$ cat src/rtl/scr1_brq_pkg.sv
// Branch resolution queue shared types.
// Record layout, FSM states and fall-through helpers.
package scr1_brq_pkg;

  localparam int BRQ_XLEN = 32;

  localparam logic [BRQ_XLEN-1:0] BRQ_FALLTHRU_RVI = 32'd4;
  localparam logic [BRQ_XLEN-1:0] BRQ_FALLTHRU_RVC = 32'd2;

  typedef struct packed {
    logic [BRQ_XLEN-1:0] pc;
    logic                rvi;
    logic                pred_taken;
    logic [BRQ_XLEN-1:0] pred_pc;
    logic                btb_hit;
  } brq_rec_t;

  typedef enum logic {
    RUN   = 1'b0,
    DRAIN = 1'b1
  } brq_state_e;

  function automatic logic [BRQ_XLEN-1:0] brq_fallthru(
    input logic [BRQ_XLEN-1:0] pc,
    input logic                rvi
  );
    return pc + (rvi ? BRQ_FALLTHRU_RVI
                     : BRQ_FALLTHRU_RVC);
  endfunction

endpackage

$ cat src/rtl/scr1_brq_fifo.sv
// Pointer-based FIFO of prediction records.
// Clear has priority over push and pop.
module scr1_brq_fifo
  import scr1_brq_pkg::*;
#(
  parameter int DEPTH = 4
) (
  input  logic     clk,
  input  logic     rst_n,
  input  logic     i_push,
  input  logic     i_pop,
  input  logic     i_clear,
  input  brq_rec_t i_wdata,
  output brq_rec_t o_rdata,
  output logic     o_full,
  output logic     o_empty
);

  localparam int AW = $clog2(DEPTH);

  logic [AW:0] r_wr_ptr;
  logic [AW:0] r_rd_ptr;
  brq_rec_t    r_mem [DEPTH];

  assign o_empty = (r_wr_ptr == r_rd_ptr);
  assign o_full  = (r_wr_ptr[AW] != r_rd_ptr[AW])
                && (r_wr_ptr[AW-1:0] == r_rd_ptr[AW-1:0]);
  assign o_rdata = r_mem[r_rd_ptr[AW-1:0]];

  always_ff @(posedge clk or negedge rst_n) begin
    if (!rst_n) begin
      r_wr_ptr <= '0;
      r_rd_ptr <= '0;
    end else if (i_clear) begin
      r_wr_ptr <= '0;
      r_rd_ptr <= '0;
    end else begin
      if (i_push) r_wr_ptr <= r_wr_ptr + 1'b1;
      if (i_pop)  r_rd_ptr <= r_rd_ptr + 1'b1;
    end
  end

  always_ff @(posedge clk or negedge rst_n) begin
    if (!rst_n) begin
      for (int i = 0; i < DEPTH; i++) r_mem[i] <= '0;
    end else if (i_push && !i_clear) begin
      r_mem[r_wr_ptr[AW-1:0]] <= i_wdata;
    end
  end

endmodule

$ cat src/rtl/scr1_branch_resolve.sv
// EXU branch resolution queue: retire compare, BPU update, IFU redirect.
// SCR1_BRQ_STATS_EN adds retired-branch and mispredict counters.
module scr1_branch_resolve
  import scr1_brq_pkg::*;
#(
  parameter int DEPTH = 4,
  parameter int XLEN  = BRQ_XLEN
) (
  input  logic            clk,
  input  logic            rst_n,
  input  logic            ifu2brq_push_i,
  input  logic [XLEN-1:0] ifu2brq_pc_i,
  input  logic            ifu2brq_rvi_i,
  input  logic            ifu2brq_pred_taken_i,
  input  logic [XLEN-1:0] ifu2brq_pred_pc_i,
  input  logic            ifu2brq_btb_hit_i,
  output logic            brq2ifu_full_o,
  input  logic            exu2brq_retire_i,
  input  logic            exu2brq_is_branch_i,
  input  logic            exu2brq_taken_i,
  input  logic [XLEN-1:0] exu2brq_target_i,
  input  logic            exu2brq_flush_i,
  output logic            brq2ifu_new_pc_req_o,
  output logic [XLEN-1:0] brq2ifu_new_pc_o,
  output logic            brq2bpu_upd_vld_o,
  output logic            brq2bpu_b_type_o,
  output logic [XLEN-1:0] brq2bpu_pc_prev_o,
  output logic            brq2bpu_pc_new_req_o,
  output logic [XLEN-1:0] brq2bpu_pc_new_o,
  output logic            brq2bpu_prev_prediction_o,
  output logic            brq2bpu_btb_miss_o,
  output logic            brq2ifu_rvi_o,
  output logic            brq_err_o
`ifdef SCR1_BRQ_STATS_EN
  ,
  output logic [31:0]     stat_branches_o,
  output logic [31:0]     stat_mispred_o
`endif
);

  brq_rec_t        w_wr_rec;
  brq_rec_t        w_head;
  logic            w_full;
  logic            w_empty;
  logic            w_ret;
  logic            w_push;
  logic            w_clear;
  logic            w_mispred;
  logic            w_upd;
  logic            w_redir;
  logic            w_br;
  logic            w_tk;
  logic [XLEN-1:0] w_next_pc;
  brq_state_e      r_state;
  brq_state_e      w_state_nxt;

  assign w_wr_rec = '{
    pc:         ifu2brq_pc_i,
    rvi:        ifu2brq_rvi_i,
    pred_taken: ifu2brq_pred_taken_i,
    pred_pc:    ifu2brq_pred_pc_i,
    btb_hit:    ifu2brq_btb_hit_i
  };

  assign w_br  = exu2brq_is_branch_i;
  assign w_tk  = exu2brq_taken_i;
  assign w_ret = exu2brq_retire_i & ~w_empty;

  // A retire frees the head slot, so a full queue can still accept.
  assign w_push = ifu2brq_push_i
                & (r_state == RUN)
                & ~exu2brq_flush_i
                & (~w_full | w_ret);

  always_comb begin
    w_mispred = 1'b0;
    if (w_ret) begin
      if (w_br) begin
        w_mispred = (w_tk != w_head.pred_taken)
                  | (w_tk & w_head.pred_taken
                     & (exu2brq_target_i != w_head.pred_pc));
      end else begin
        w_mispred = w_head.pred_taken;
      end
    end
  end

  assign w_upd     = w_ret & (w_br | w_head.pred_taken);
  assign w_redir   = w_mispred & ~exu2brq_flush_i;
  assign w_clear   = exu2brq_flush_i | w_mispred;
  assign w_next_pc = w_tk ? exu2brq_target_i
                          : brq_fallthru(w_head.pc, w_head.rvi);

  scr1_brq_fifo #(
    .DEPTH (DEPTH)
  ) u_fifo (
    .clk     (clk),
    .rst_n   (rst_n),
    .i_push  (w_push),
    .i_pop   (w_ret),
    .i_clear (w_clear),
    .i_wdata (w_wr_rec),
    .o_rdata (w_head),
    .o_full  (w_full),
    .o_empty (w_empty)
  );

  assign brq2ifu_full_o = w_full;

  always_ff @(posedge clk or negedge rst_n) begin
    if (!rst_n) r_state <= RUN;
    else        r_state <= w_state_nxt;
  end

  always_comb begin
    w_state_nxt = r_state;
    unique case (r_state)
      RUN:   if (w_redir) w_state_nxt = DRAIN;
      DRAIN: w_state_nxt = RUN;
      default: w_state_nxt = RUN;
    endcase
    if (exu2brq_flush_i) w_state_nxt = RUN;
  end

  always_ff @(posedge clk or negedge rst_n) begin
    if (!rst_n) begin
      brq2ifu_new_pc_req_o      <= 1'b0;
      brq2ifu_new_pc_o          <= '0;
      brq2bpu_upd_vld_o         <= 1'b0;
      brq2bpu_b_type_o          <= 1'b0;
      brq2bpu_pc_prev_o         <= '0;
      brq2bpu_pc_new_req_o      <= 1'b0;
      brq2bpu_pc_new_o          <= '0;
      brq2bpu_prev_prediction_o <= 1'b0;
      brq2bpu_btb_miss_o        <= 1'b0;
      brq2ifu_rvi_o             <= 1'b0;
      brq_err_o                 <= 1'b0;
    end else begin
      brq2ifu_new_pc_req_o      <= w_redir;
      brq2ifu_new_pc_o          <= w_redir ? w_next_pc : '0;
      brq2bpu_upd_vld_o         <= w_upd;
      brq2bpu_b_type_o          <= w_upd & w_br;
      brq2bpu_pc_prev_o         <= w_upd ? w_head.pc : '0;
      brq2bpu_pc_new_req_o      <= w_upd & w_tk & w_br;
      brq2bpu_pc_new_o          <= w_upd ? exu2brq_target_i : '0;
      brq2bpu_prev_prediction_o <= w_upd & w_head.pred_taken;
      brq2bpu_btb_miss_o        <= w_upd & w_br & w_tk
                                 & (~w_head.btb_hit
                                    | (exu2brq_target_i != w_head.pred_pc));
      brq2ifu_rvi_o             <= w_ret & w_head.rvi;
      if (exu2brq_retire_i && w_empty) brq_err_o <= 1'b1;
    end
  end

`ifdef SCR1_BRQ_STATS_EN
  always_ff @(posedge clk or negedge rst_n) begin
    if (!rst_n) begin
      stat_branches_o <= '0;
      stat_mispred_o  <= '0;
    end else begin
      if (w_ret && w_br && (stat_branches_o != '1))
        stat_branches_o <= stat_branches_o + 32'd1;
      if (w_mispred && (stat_mispred_o != '1))
        stat_mispred_o <= stat_mispred_o + 32'd1;
    end
  end
`endif

endmodule
$ cat config.mk
export PLATFORM = sky130hd
export DESIGN_NAME = scr1_branch_resolve
export DESIGN_NICKNAME = d
export VERILOG_FILES = /design/src/rtl/scr1_brq_pkg.sv /design/src/rtl/scr1_brq_fifo.sv /design/src/rtl/scr1_branch_resolve.sv
export SDC_FILE = /design/constraint.sdc
export NUM_CORES = 1
export LEC_CHECK = 0
export BUFFER_PORTS_ARGS = -buffer_cell sky130_fd_sc_hd__buf_2
export CAP_MARGIN = 20
export CORE_MARGIN = 8
export CORE_UTILIZATION = 33
export DETAILED_ROUTE_END_ITERATION = 7
export PLACE_DENSITY_LB_ADDON = 0.1
export SKIP_CTS_REPAIR_TIMING = 1
export SLEW_MARGIN = 20
export SYNTH_ARGS = -nofsm -noshare
export SYNTH_HDL_FRONTEND = slang
export SYNTH_SLANG_ARGS = --single-unit
$ cat constraint.sdc
create_clock -name clk -period 6.56 [get_ports clk]
set_input_delay 0.328 -clock clk [delete_from_list [all_inputs] [get_ports clk]]
set_output_delay 0.328 -clock clk [all_outputs]
set_load 0.02 [all_outputs]
Word-level counts from Yosys, hierarchy flattened
Index checks and enable logic that the tools add are counted.

word-level totals
  register bits = 379
  output and inout bits = 105
  word-level logic and storage cells = 99

operators by class
  add/subtract/negate cells = 3
  $lt $le $gt $ge = 3
  equal/unequal tests = 5
  mux-type cells = 20
  bitwise logic cells = 27
  reduce and logical (&&, ||, !) cells = 7

operators by type and width
  operator                                                              number
  268-bit bitwise mux                                                   1
  67-bit 2-to-1 mux                                                     3
  67-bit binary-select mux with 2-bit select                            1
  67-bit demux with 2-bit select                                        1
  32-bit 2-to-1 mux                                                     4
  32-bit by 3-bit adder with 32-bit output                              1
  32-bit inequality test                                                1
  1-bit AND                                                             15
  3-bit 2-to-1 mux                                                      5
  3-bit by 1-bit adder with 3-bit output, second input constant         2
  3-bit >= comparator, second input constant                            2
  2-bit NOT with 3-bit output                                           2
  1-bit NOT                                                             5
  1-bit OR                                                              5
  1-bit logical AND                                                     4
  1-bit 2-to-1 mux                                                      4
  2-bit nonzero test                                                    2
  3-bit equality test                                                   1
  3-bit by 1-bit < comparator with 1-bit output, second input constant  1
  2-bit equality test                                                   1
  1-bit inequality test                                                 2
  1-bit one-hot mux with 2 select lines                                 1
  1-bit zero test                                                       1

Logic depth before layout (Yosys ltp)
Gate-level depths: netlist (run 1).

  depth in word-level cells = 13
  depth in mapped cells = 16
  mapped depth without buffers = 11

By module
A second synthesis (run 1) with hierarchy kept.

second synthesis, totals
  cell total of the unflattened synthesis = 1133
  area, all modules = 17445.5 um^2

by module, submodules not included
  module               times used  cells an instance  area each (um^2)  seq. area each (um^2)
  scr1_brq_fifo        1           685                12479.5           6856.6
  scr1_branch_resolve  1           448                4966.0            2627.5

Least setup slack after synthesis (run 1)
Ideal clock, no wire load.

  kind = reg-to-reg
  start point = register u_fifo.r_rd_ptr[0]
  end point = register brq2ifu_new_pc_o[31]
  data arrival time = 4.028 ns
  path slack = 2.438 ns
  stages on the path, launching flop included = 17
  cells stage by stage = dfrtp_1 buf_4 buf_6 buf_6 buf_4 buf_2 mux4_2 inv_1 ha_1 inv_1 fa_1 nand3b_1 nor3_1 nand2_1 or3_1 xor2_1 a211oi_1

between the ends
  longest elaborated chain between the ends = 11
  elaborated cells between the ends (all ways) = 19
  those cells by class = add/sub: 1; eq/ne: 3; mux: 8; bitwise: 7

RTL lines
  item                                                                                               line                        text
  from (decl)                                                                                        scr1_brq_fifo.sv:22         logic [AW:0] r_rd_ptr;
  from (signal assigned)                                                                             scr1_brq_fifo.sv:39         if (i_pop) r_rd_ptr <= r_rd_ptr + 1'b1;
  parallel branches: the longest is 10 deep, another holds 32-bit by 3-bit adder with 32-bit output  -
  32-bit 2-to-1 mux *                                                                                scr1_branch_resolve.sv:140  brq2ifu_new_pc_o <= w_redir ? w_next_pc : '0;
  to (signal assigned)                                                                               scr1_branch_resolve.sv:140
  to (decl)                                                                                          scr1_branch_resolve.sv:24   output logic [XLEN-1:0] brq2ifu_new_pc_o,

Every way passes the cells marked *. The select of a mux whose other input is x is not followed.
A chain may end at the register's enable or synchronous reset.

Worst setup path after layout (run 1)
  start point = register u_fifo.r_rd_ptr[0]
  end point = register u_fifo.r_mem[108] (netlist bit)

between the ends
  longest elaborated chain between the ends = 12
  elaborated cells between the ends (all ways) = 22
  those cells by class = eq/ne: 4; mux: 5; bitwise: 10; reduce/logical: 3

RTL lines
  item                                                        line                                                  text
  2-bit NOT with 3-bit output (implied by the code)           scr1_brq_fifo.sv:28                                   assign o_rdata = r_mem[r_rd_ptr[AW-1:0]];
  67-bit binary-select mux with 2-bit select                  scr1_brq_fifo.sv:28
  67-bit 2-to-1 mux (implied by the code) (2 in a row)        scr1_brq_fifo.sv:28
  32-bit inequality test / 1-bit AND (equally long branches)  scr1_branch_resolve.sv:81, scr1_branch_resolve.sv:80
  1-bit AND                                                   scr1_branch_resolve.sv:81                             & (exu2brq_target_i != w_head.pred_pc));
  1-bit OR                                                    scr1_branch_resolve.sv:80                             | (w_tk & w_head.pred_taken
  1-bit 2-to-1 mux                                            scr1_branch_resolve.sv:78                             if (w_br) begin
  1-bit 2-to-1 mux                                            scr1_branch_resolve.sv:77                             if (w_ret) begin
  1-bit OR                                                    scr1_branch_resolve.sv:90                             assign w_clear = exu2brq_flush_i | w_mispred;
  1-bit zero test                                             scr1_brq_fifo.sv:46                                   end else if (i_push && !i_clear) begin
  1-bit logical AND *                                         scr1_brq_fifo.sv:46
  to (signal, indexed assignment)                             scr1_brq_fifo.sv:47                                   r_mem[r_wr_ptr[AW-1:0]] <= i_wdata;
  to (decl)                                                   scr1_brq_fifo.sv:23                                   brq_rec_t r_mem [DEPTH];

Mark *: on every way between the ends. The rest lies on a longest branch, timed or not. The select of a mux whose other input is x is not followed.

==> out/results.tsv, run 1 <==
stage	metric	value	unit
clock_network	cts_tree	built	
global_routing	gr-usage-met2	26.0	%
floorplanning	pin_count	211	
global_routing	antenna_found_initial	8	
global_routing	gr-usage-all-layers	16.3	%
setup_path	regToRegEndpoint	u_fifo.r_mem[108]	
synth	synth_edf_count	0	
synth	yosys-top-cells-count	dfrtp_1, mux2_2, and2_1	
placed_design	hpwlAfterDp	32.1	mm
setup_path	ff2ff_path_depth	8	
clock_network	clk-insertion-delay-late	560	ps
hold_path	min_path_type	primary input to flip-flop	
synth	synth_cell_types	41	
timing	skew	13.2	ps
timing	maxSlewViolCount	0	
timing	maxSlewHeadroom	33.7	%
setup_path	path_class	flip-flop to flip-flop	
placed_design	io_buffers	210	
global_routing	grt_max_degree	158	
route	dr.first_iter.drc_count	558	
placed_design	placed_cells	1948	
placed_design	finalWeightedCongestion	0.750	
synth	avgSynthCellArea	14.9	µm²
cells_and_area	fin_nets	1437	
global_routing	grt.overflow.total	0	
synth	synth_cells	1106	
setup_path	cp.arrival	5140	ps
floorplanning	num_rows	82	
global_routing	use_met1	22.2	%
setup_path	cp_max_fo	36	
global_routing	met3_usage	3.75	%
setup_path	critPathLaunch	u_fifo.r_rd_ptr[0]	
floorplanning	die_x	239	µm
floorplanning	die_area	0.0573	mm²
synth	ys.flop_type	dfrtp_1	
route	drc	0	
timing	clock.fmax	212	MHz
route	vias	9803	
clock_network	cts_buffers	43	
hold_path	min_from	ifu2brq_pred_pc_i[16]	
timing	fin_tns_setup	0	ps
timing	finalHoldViolCount	0	
placed_design	post_dp_cell_area	0.0183	mm²
synth	yosys.cell_count.top_type	dfrtp_1	
synth	syn_area	0.0165	mm²
cells_and_area	area_growth	19.3	%
timing	post-route-min-period	4710	ps
route	routed_wl	46.3	mm
synth	ys_warn_count	0	
cells_and_area	final_cells	2030	
route	viasPerCell	4.83	
cells_and_area	nFillCells	4676	
global_routing	grt_pass1_vias	10700	
timing	whs	40.7	ps
synth	synth.top_cell.area_share	57.6	%
cells_and_area	multi_input_area	0.00662	mm²
floorplanning	core-area	0.0498	mm²
synth	ys_seq_elements	379	
synth	syn-num-nets	1221	
setup_path	crit_path_end	u_fifo.r_mem[108]	
synth	seq_area_frac_synth	57.6	%
floorplanning	initial_core_util	33.1	%
clock_network	h-tree-depth	2	
clock_network	clock-sinks	379	
timing	setup_violations	0	
timing	rsz0062_at_grt	no	
clock_network	root_buffer	clkbuf_16	
route	wl_per_cell	22.8	µm
status	outcome	complete, no violations	
power	total_power	7500	µW
route	ant_nets	0	
setup_path	cp-end-kind	flip-flop	
synth	synth.area.top_cells	dfrtp_1, mux2_2, mux4_2	
flow_run	maxCapViolCount	0	
timing	tightest_slew	993	ps
setup_path	r2r_setup_slack	1850	ps
clock_network	clock_tree.buffer_depth	3	
power	p_leak	0.00920	µW
clock_network	clkSlewWorstSetupHoldPaths	60	ps
power	ir_drop	0.167	mV
cells_and_area	layout-drive-gt1-share	44.4	%
setup_path	timing.rr.start	u_fifo.r_rd_ptr[0]	
setup_path	start_kind	flip-flop	
cells_and_area	area.sequential	0.00949	mm²
timing	finalCritPeriodShare	71.8	%
setup_path	crit_required	6990	ps
route	first_pass_iters	4	
cells_and_area	stdcell_area	0.0197	mm²
global_routing	busiest_layer	met2	
global_routing	grt_first_pass_wirelength	70.5	mm
power	power_density	381	mW/mm²
synth	yosysTopAreaCell	dfrtp_1	
synth	async_flop_share	100	%
floorplanning	die_y	239	µm
[critical path: stages, from the launching register on]
cell     delay [ps]
dfrtp_4         930
mux4_2          630
xnor2_1         400
nand4_1         220
nor4_2          450
a21oi_2         240
nor2_4          820
buf_4           440
mux2_2          380
[final cells by class]
class	count	area share, %
antenna	3	0.0382
clock buffer	72	6.75
clock inverter	6	0.293
inverter	15	0.286
multi-input combinational	651	33.7
sequential	379	48.3
tap	672	4.28
timing repair buffer	232	6.44
[registers in the layout, indices dropped and copies added, names as in the netlist]
register,count
brq2bpu_b_type_o,1
brq2bpu_btb_miss_o,1
brq2bpu_pc_new_o,32
brq2bpu_pc_new_req_o,1
brq2bpu_pc_prev_o,32
brq2bpu_prev_prediction_o,1
brq2bpu_upd_vld_o,1
brq2ifu_new_pc_o,32
brq2ifu_new_pc_req_o,1
brq2ifu_rvi_o,1
brq_err_o,1
r_state,1
u_fifo.r_mem,268
u_fifo.r_rd_ptr,3
u_fifo.r_wr_ptr,3
[worst min path at each step]
stage                                  to  slack (ps)  depth (start not counted)
floorplan                brq2bpu_b_type_o          30                          0
global placement        u_fifo.r_mem[258]         410                          1
detailed placement  brq2bpu_pc_prev_o[21]         400                          1
CTS                 brq2bpu_pc_prev_o[21]        -200                          1
global route            u_fifo.r_mem[208]          30                          2
finish                   u_fifo.r_mem[17]          40                          2
[power breakdown]
group	internal, µW	total (µW)	leakage, µW	switching [µW]
logic	992	1970	0.00349	976
registers	2880	3170	0.00503	289
clock network	1410	2360	0.000676	946
[metal layers]
metal	part of all wire, %	routed length [µm]	vias to the layer above
li1	-	-	4374
met1	45	20900	5133
met2	47	21700	217
met3	5.7	2660	69
met4	2.1	994	10
met5	0.13	62	-
[through the flow]
stage          worst slack (ps)  utilization (%)
4_1_cts                    1670             39.5
3_5_place_dp               1740             36.7
2_1_floorplan              2440                -
6_report                   1850             39.5
5_1_grt                    1460             39.5
3_3_place_gp               1820             36.7
[cell usage in the layout (no fill, tap or decap), types with 2 or more instances in the layout]
| cell | n |
|---|---|
| clkbuf_8 | 10 |
| diode_2 | 3 |
| a31oi_1 | 2 |
| a211oi_1 | 18 |
| nand4_1 | 16 |
| nor4_2 | 3 |
| buf_12 | 3 |
| mux2i_1 | 5 |
| xnor2_1 | 45 |
| ha_1 | 8 |
| mux2_1 | 37 |
| nor2_4 | 3 |
| dfrtp_1 | 377 |
| clkbuf_1 | 17 |
| nand2b_1 | 3 |
| a21oi_1 | 14 |
| mux4_2 | 67 |
| and2_1 | 69 |
| buf_2 | 209 |
| inv_1 | 15 |
| mux2_2 | 231 |
| xor2_1 | 20 |
| clkbuf_16 | 45 |
| nand2_1 | 20 |
| or3_1 | 3 |
| nor2_1 | 52 |
| o21ai_0 | 4 |
| and3_1 | 4 |
| clkinv_2 | 4 |
| buf_4 | 18 |
| nor3_1 | 3 |
| nand3_1 | 11 |
[logic make-up after synthesis]
kind of cell / count (synthesis) / synth area share [%]
adder cells (fa/ha/maj): 9 / 0.729
AO/OA/AOI/OAI: 45 / 1.78
buffers and inverters: 76 / 2.48
multiplexers: 340 / 27.8
flip-flops: 379 / 57.6
AND/OR/NAND/NOR: 192 / 6.21
XOR/XNOR: 65 / 3.46
Note: power is estimated with default switching activity, not from simulation.
==> inputs of run 2 (changes only) <==
- ABC_AREA: not set -> 1
- clock period: 6.56 -> 4.48 ns (I/O delays scaled with it)
==> out/results.tsv, run 2 <==
stage	metric	value	unit
setup_path	crit_top_cell	nand2_1	
route	routed_wl	71.1	mm
synth	synth.area.top_cells	dfrtp_1, nand2_1, nand4_1	
route	drc	0	
placed_design	io_buffers	210	
global_routing	grt.overflow.total	0	
setup_path	cp_max_fo	66	
cells_and_area	diodes	0	
clock_network	cts_buffers	46	
status	outcome	finished with violations	
timing	finalHoldViolCount	1	
synth	syn_area	0.0183	mm²
power	power_density	643	mW/mm²
timing	tightest_slew	1150	ps
synth	ys_warn_count	0	
setup_path	slowest_stage	buf_4	
clock_network	clock-sinks	379	
synth	yosys.cell_count.top_type	nand2_1	
synth	yosysTopAreaCell	dfrtp_1	
synth	ys.flop_type	dfrtp_1	
clock_network	clk-insertion-delay-late	590	ps
synth	synth_cells	2326	
power	ir_drop	0.476	mV
clock_network	cts_tree	built	
timing	maxSlewHeadroom	23.2	%
global_routing	grt_first_pass_wirelength	107	mm
timing	clock.fmax	258	MHz
setup_path	crit_required	4980	ps
clock_network	h-tree-depth	2	
timing	skew	28.1	ps
cells_and_area	layout-drive-gt1-share	13.1	%
synth	synth.top_cell.area_share	51.8	%
setup_path	start_kind	flip-flop	
hold_path	min_path_type	primary input to flip-flop	
global_routing	gr-usage-all-layers	21.9	%
setup_path	path_class	flip-flop to flip-flop	
synth	async_flop_share	100	%
setup_path	critical_path.top_delay_family	simple AND/OR/NAND/NOR gates	
setup_path	cp.arrival	4380	ps
setup_path	path_depth	17	
timing	whs	-7.36	ps
synth	yosys-top-cells-count	nand2_1, dfrtp_1, nand3_1	
setup_path	ff2ff_path_depth	17	
floorplanning	num_rows	86	
timing	post-route-min-period	3880	ps
power	p_leak	0.0117	µW
clock_network	root_buffer	clkbuf_16	
floorplanning	core-area	0.0550	mm²
setup_path	slowest_delay	630	ps
cells_and_area	layout_commonest_cell	nand2_1	
cells_and_area	layout_common_cells	nand2_1, dfrtp_1, nand3_1, nand4_1, buf_2	
setup_path	path_cells	buf_4 > nand2_1 > nand3_1 > nand2_1 > nand2_1 > nand4_1 > nor2_1 > nand2_1 > nor2_1 > nand2_1 > nand2_1 > nand2_1 > a21oi_4 > buf_12 > buf_12 > nand4_1 > nand2_1	
timing	maxSlewViolCount	0	
global_routing	antenna_found_initial	4	
timing	setup_violations	0	
cells_and_area	nFillCells	5640	
hold_path	min_path_cells	3	
timing	finalCritPeriodShare	86.5	%
power	total_power	14400	µW
timing	rsz0062_at_grt	no	
floorplanning	initial_core_util	33.3	%
clock_network	clkSlewWorstSetupHoldPaths	60	ps
synth	seq_area_frac_synth	51.8	%
setup_path	r2r_setup_slack	600	ps
setup_path	cp-end-kind	flip-flop	
cells_and_area	fin_nets	2664	
route	dr.first_iter.drc_count	1600	
floorplanning	pin_count	211	
synth	synth_cell_types	32	
route	first_pass_iters	7	
cells_and_area	area_growth	22.1	%
placed_design	finalWeightedCongestion	0.828	
floorplanning	die_area	0.0633	mm²
global_routing	grt_max_degree	128	
synth	synth_edf_count	0	
placed_design	hpwlAfterDp	44.4	mm
route	vias	17200	
status	violations	negative hold slack	
timing	fin_tns_setup	0	ps
cells_and_area	final_cells	3332	
route	wl_per_cell	21.3	µm
cells_and_area	largest_register_ffs	268	
placed_design	placed_cells	3156	
route	viasPerCell	5.16	
synth	avgSynthCellArea	7.87	µm²
setup_path	path_buf_inv	3	
synth	syn-num-nets	2441	
flow_run	maxCapViolCount	0	
route	ant_nets	0	
clock_network	clock_tree.buffer_depth	3	
synth	ys_seq_elements	379	
cells_and_area	max_flop_register	u_fifo.r_mem	
floorplanning	die_y	252	µm
global_routing	grt_pass1_vias	16900	
floorplanning	die_x	252	µm
-- run 2: cell types whose count changed in the layout (fill, tap and decap cells not counted), moves of 36 or more --
| cell | previous run | this run |
|---|---|---|
| mux4_2 | 67 | 0 |
| xnor2_1 | 45 | 9 |
| nand4_1 | 16 | 212 |
| inv_1 | 15 | 83 |
| nand2_1 | 20 | 954 |
| mux2_1 | 37 | 0 |
| dlygate4sd3_1 | 1 | 93 |
| nor2_1 | 52 | 150 |
| and2_1 | 69 | 7 |
| nand3_1 | 11 | 235 |
| mux2_2 | 231 | 0 |
-- run 2: report_power, final --
part           leakage, µW  total [µW]  switching (µW)  internal, µW
logic              0.00584        5610            3970          1640
registers          0.00509        5000             558          4440
clock network     0.000743        3760            1520          2250
-- run 2: area by class of cell --
| type | instances | area [µm²] | share of cell area [%] |
|---|---|---|---|
| multi-input combinational | 1688 | 7670 | 34.3 |
| clock buffer | 70 | 1350 | 6.05 |
| inverter | 87 | 332 | 1.48 |
| tap | 748 | 936 | 4.19 |
| timing repair buffer | 347 | 2430 | 10.9 |
| sequential | 379 | 9490 | 42.4 |
| clock inverter | 13 | 148 | 0.660 |
-- run 2: worst register-to-register path, cell delays in order (launching register included) --
cell and delay (ps):
dfrtp_4 570, buf_4 640, nand2_1 170, nand3_1 160
nand2_1 70, nand2_1 60, nand4_1 150, nor2_1 150
nand2_1 80, nor2_1 350, nand2_1 120, nand2_1 80
nand2_1 100, a21oi_4 260, buf_12 260, buf_12 320
nand4_1 160, nand2_1 110
-- run 2: kinds of logic after synthesis --
group | share of synthesized area, %
AND/OR/NAND/NOR | 37.0
flip-flops | 51.8
buffers and inverters | 6.57
AO/OA/AOI/OAI | 2.84
XOR/XNOR | 1.20
adder cells (fa/ha/maj) | 0.656
-- run 2: worst paths after layout --
| check | startpoint | to |
|---|---|---|
| setup / recovery | u_fifo.r_rd_ptr[0] | u_fifo.r_mem[88] |
| hold / removal | exu2brq_target_i[29] | brq2bpu_pc_new_o[29] |
| setup reg to reg | u_fifo.r_rd_ptr[0] | u_fifo.r_mem[88] |
| hold reg to reg | r_state | r_state |
| max in group asynchronous | rst_n | u_fifo.r_rd_ptr[0] |
| min in group asynchronous | rst_n | brq2bpu_pc_prev_o[25] |
-- run 2: per-stage QoR --
| step | setup WS (ps) | util (%) | instance area (µm²) |
|---|---|---|---|
| after floorplan | 1200 | - | 18300 |
| after global placement | 732 | 36.2 | 19900 |
| after detailed placement | 687 | 36.2 | 19900 |
| after CTS | 684 | 39.0 | 21400 |
| after global routing | 362 | 40.7 | 22400 |
| final | 603 | 40.7 | 22400 |
-- run 2: layer usage --
layer	GRT usage, %	up-vias	share of wire (%)
met1	30.6	8382	45
li1	-	8055	-
met3	5.39	100	7.7
met2	33.6	646	45
met5	0	-	0.031
met4	5.67	4	2.0
==> inputs of run 3 (changes only) <==
- ABC_AREA: 1 -> 0
- GPL_TIMING_DRIVEN: not set -> 0
==> out/results.tsv, run 3 (synthesis results as in run 1) <==
stage	metric	value	unit
status	outcome	complete, no violations	
hold_path	min_path_type	primary input to flip-flop	
timing	tightest_slew	875	ps
clock_network	h-tree-depth	2	
flow_run	maxCapViolCount	0	
clock_network	cts_tree	built	
global_routing	busiest_layer	met2	
global_routing	gr-usage-met2	26.5	%
floorplanning	core-area	0.0498	mm²
timing	whs	41.7	ps
floorplanning	die_x	239	µm
cells_and_area	largest_register_ffs	268	
setup_path	r2r_setup_slack	240	ps
global_routing	grt_first_pass_wirelength	72.7	mm
route	dr.first_iter.drc_count	552	
timing	post-route-min-period	4240	ps
floorplanning	initial_core_util	33.1	%
power	total_power	11400	µW
placed_design	placed_cells	1992	
placed_design	io_buffers	210	
global_routing	gr-usage-all-layers	17.0	%
route	drc	0	
cells_and_area	fin_nets	1583	
cells_and_area	max_flop_register	u_fifo.r_mem	
global_routing	grt_pass1_vias	10900	
timing	fin_tns_setup	0	ps
setup_path	cp-end-kind	flip-flop	
route	ant_nets	0	
floorplanning	die_area	0.0573	mm²
floorplanning	die_y	239	µm
global_routing	use_met1	23.8	%
timing	finalHoldViolCount	0	
cells_and_area	final_cells	2174	
placed_design	finalWeightedCongestion	0.773	
clock_network	root_buffer	clkbuf_16	
power	ir_drop	0.231	mV
clock_network	clock_tree.buffer_depth	3	
setup_path	cp_max_fo	10	
setup_path	path_class	flip-flop to flip-flop	
clock_network	clk-insertion-delay-late	570	ps
timing	clock.fmax	236	MHz
floorplanning	pin_count	211	
global_routing	grt.overflow.total	0	
timing	finalCritPeriodShare	94.7	%
global_routing	antenna_found_initial	5	
placed_design	dp_slack	-1170	ps
cells_and_area	layout-drive-gt1-share	42.2	%
route	routed_wl	48.7	mm
power	p_leak	0.00991	µW
cells_and_area	layout_common_cells	dfrtp_1, mux2_2, buf_2, dlygate4sd3_1, and2_1	
cells_and_area	area_growth	28.0	%
timing	setup_violations	0	
clock_network	clock-sinks	379	
global_routing	met3_usage	4.18	%
route	first_pass_iters	4	
timing	rsz0062_at_grt	no	
cells_and_area	layout_commonest_cell	dfrtp_1	
setup_path	start_kind	flip-flop	
timing	skew	21.3	ps
route	viasPerCell	4.77	
route	vias	10400	
timing	maxSlewHeadroom	41.4	%
setup_path	crit_required	4930	ps
placed_design	hpwlAfterDp	35.2	mm
power	power_density	541	mW/mm²
setup_path	cp.arrival	4690	ps
clock_network	cts_buffers	45	
timing	maxSlewViolCount	0	
route	wl_per_cell	22.4	µm
floorplanning	num_rows	82	
timing	fin_ws	236	ps
global_routing	grt_max_degree	95	
clock_network	clkSlewWorstSetupHoldPaths	60	ps
[run 3: cell types whose count changed in the layout (fill, tap and decap cells not counted), sizes merged, moves of 16 or more]
cell and delta:
and2 +61, nand2 -935, mux4 +67, mux2 +268, o21ai -16, nand3 -224, nor2 -98, clkbuf +16
xnor2 +36, inv -72, nand4 -196
[run 3: layout make-up]
type                            instances  area [µm²]
Fill cell                            4631       28700
Inverter                               15        56.3
Timing Repair Buffer                  318        2210
Multi-Input combinational cell        651        6600
Sequential cell                       379        9480
Clock inverter                         12         166
Antenna cell                            3        7.51
Clock buffer                           66        1360
Buffer                                 58         367
Tap cell                              672         841
[run 3: through the flow]
| step | util [%] | area [µm²] |
|---|---|---|
| after global placement | 36.9 | 18400 |
| final | 42.4 | 21100 |
| after global routing | 42.4 | 21100 |
| after floorplan | - | 16500 |
| after CTS | 40.2 | 20000 |
| after detailed placement | 37.2 | 18500 |
[run 3: routing by layer]
metal / routed length (µm) / part of all wire, %
met3: 2670 / 5.5
met5: 27 / 0.055
met1: 22700 / 47
met4: 753 / 1.5
met2: 22600 / 46
[run 3: worst paths after layout]
kind | to | depth (start not counted) | from
max reg2reg | u_fifo.r_mem[81] | 11 | u_fifo.r_rd_ptr[1]
max | u_fifo.r_mem[81] | 11 | u_fifo.r_rd_ptr[1]
min | brq2bpu_b_type_o | 2 | exu2brq_is_branch_i
min in group asynchronous | brq2bpu_pc_prev_o[21] | 2 | rst_n
min reg2reg | r_state | 1 | r_state
max in group asynchronous | u_fifo.r_mem[12] | 4 | rst_n
[run 3: worst max-delay path: stages (launching register included)]
cell,delay (ps)
dfrtp_1,340
buf_2,180
clkbuf_2,440
mux4_2,400
xnor2_1,320
nand4_1,150
nor4_2,660
a21oi_2,220
nor2_1,310
buf_2,400
buf_4,310
mux2_2,360
[run 3: power breakdown]
group	total, µW	switching, µW	internal (µW)
combinational	3080	1540	1550
sequential	4580	363	4220
clock	3740	1430	2320
total	11400	3320	8080
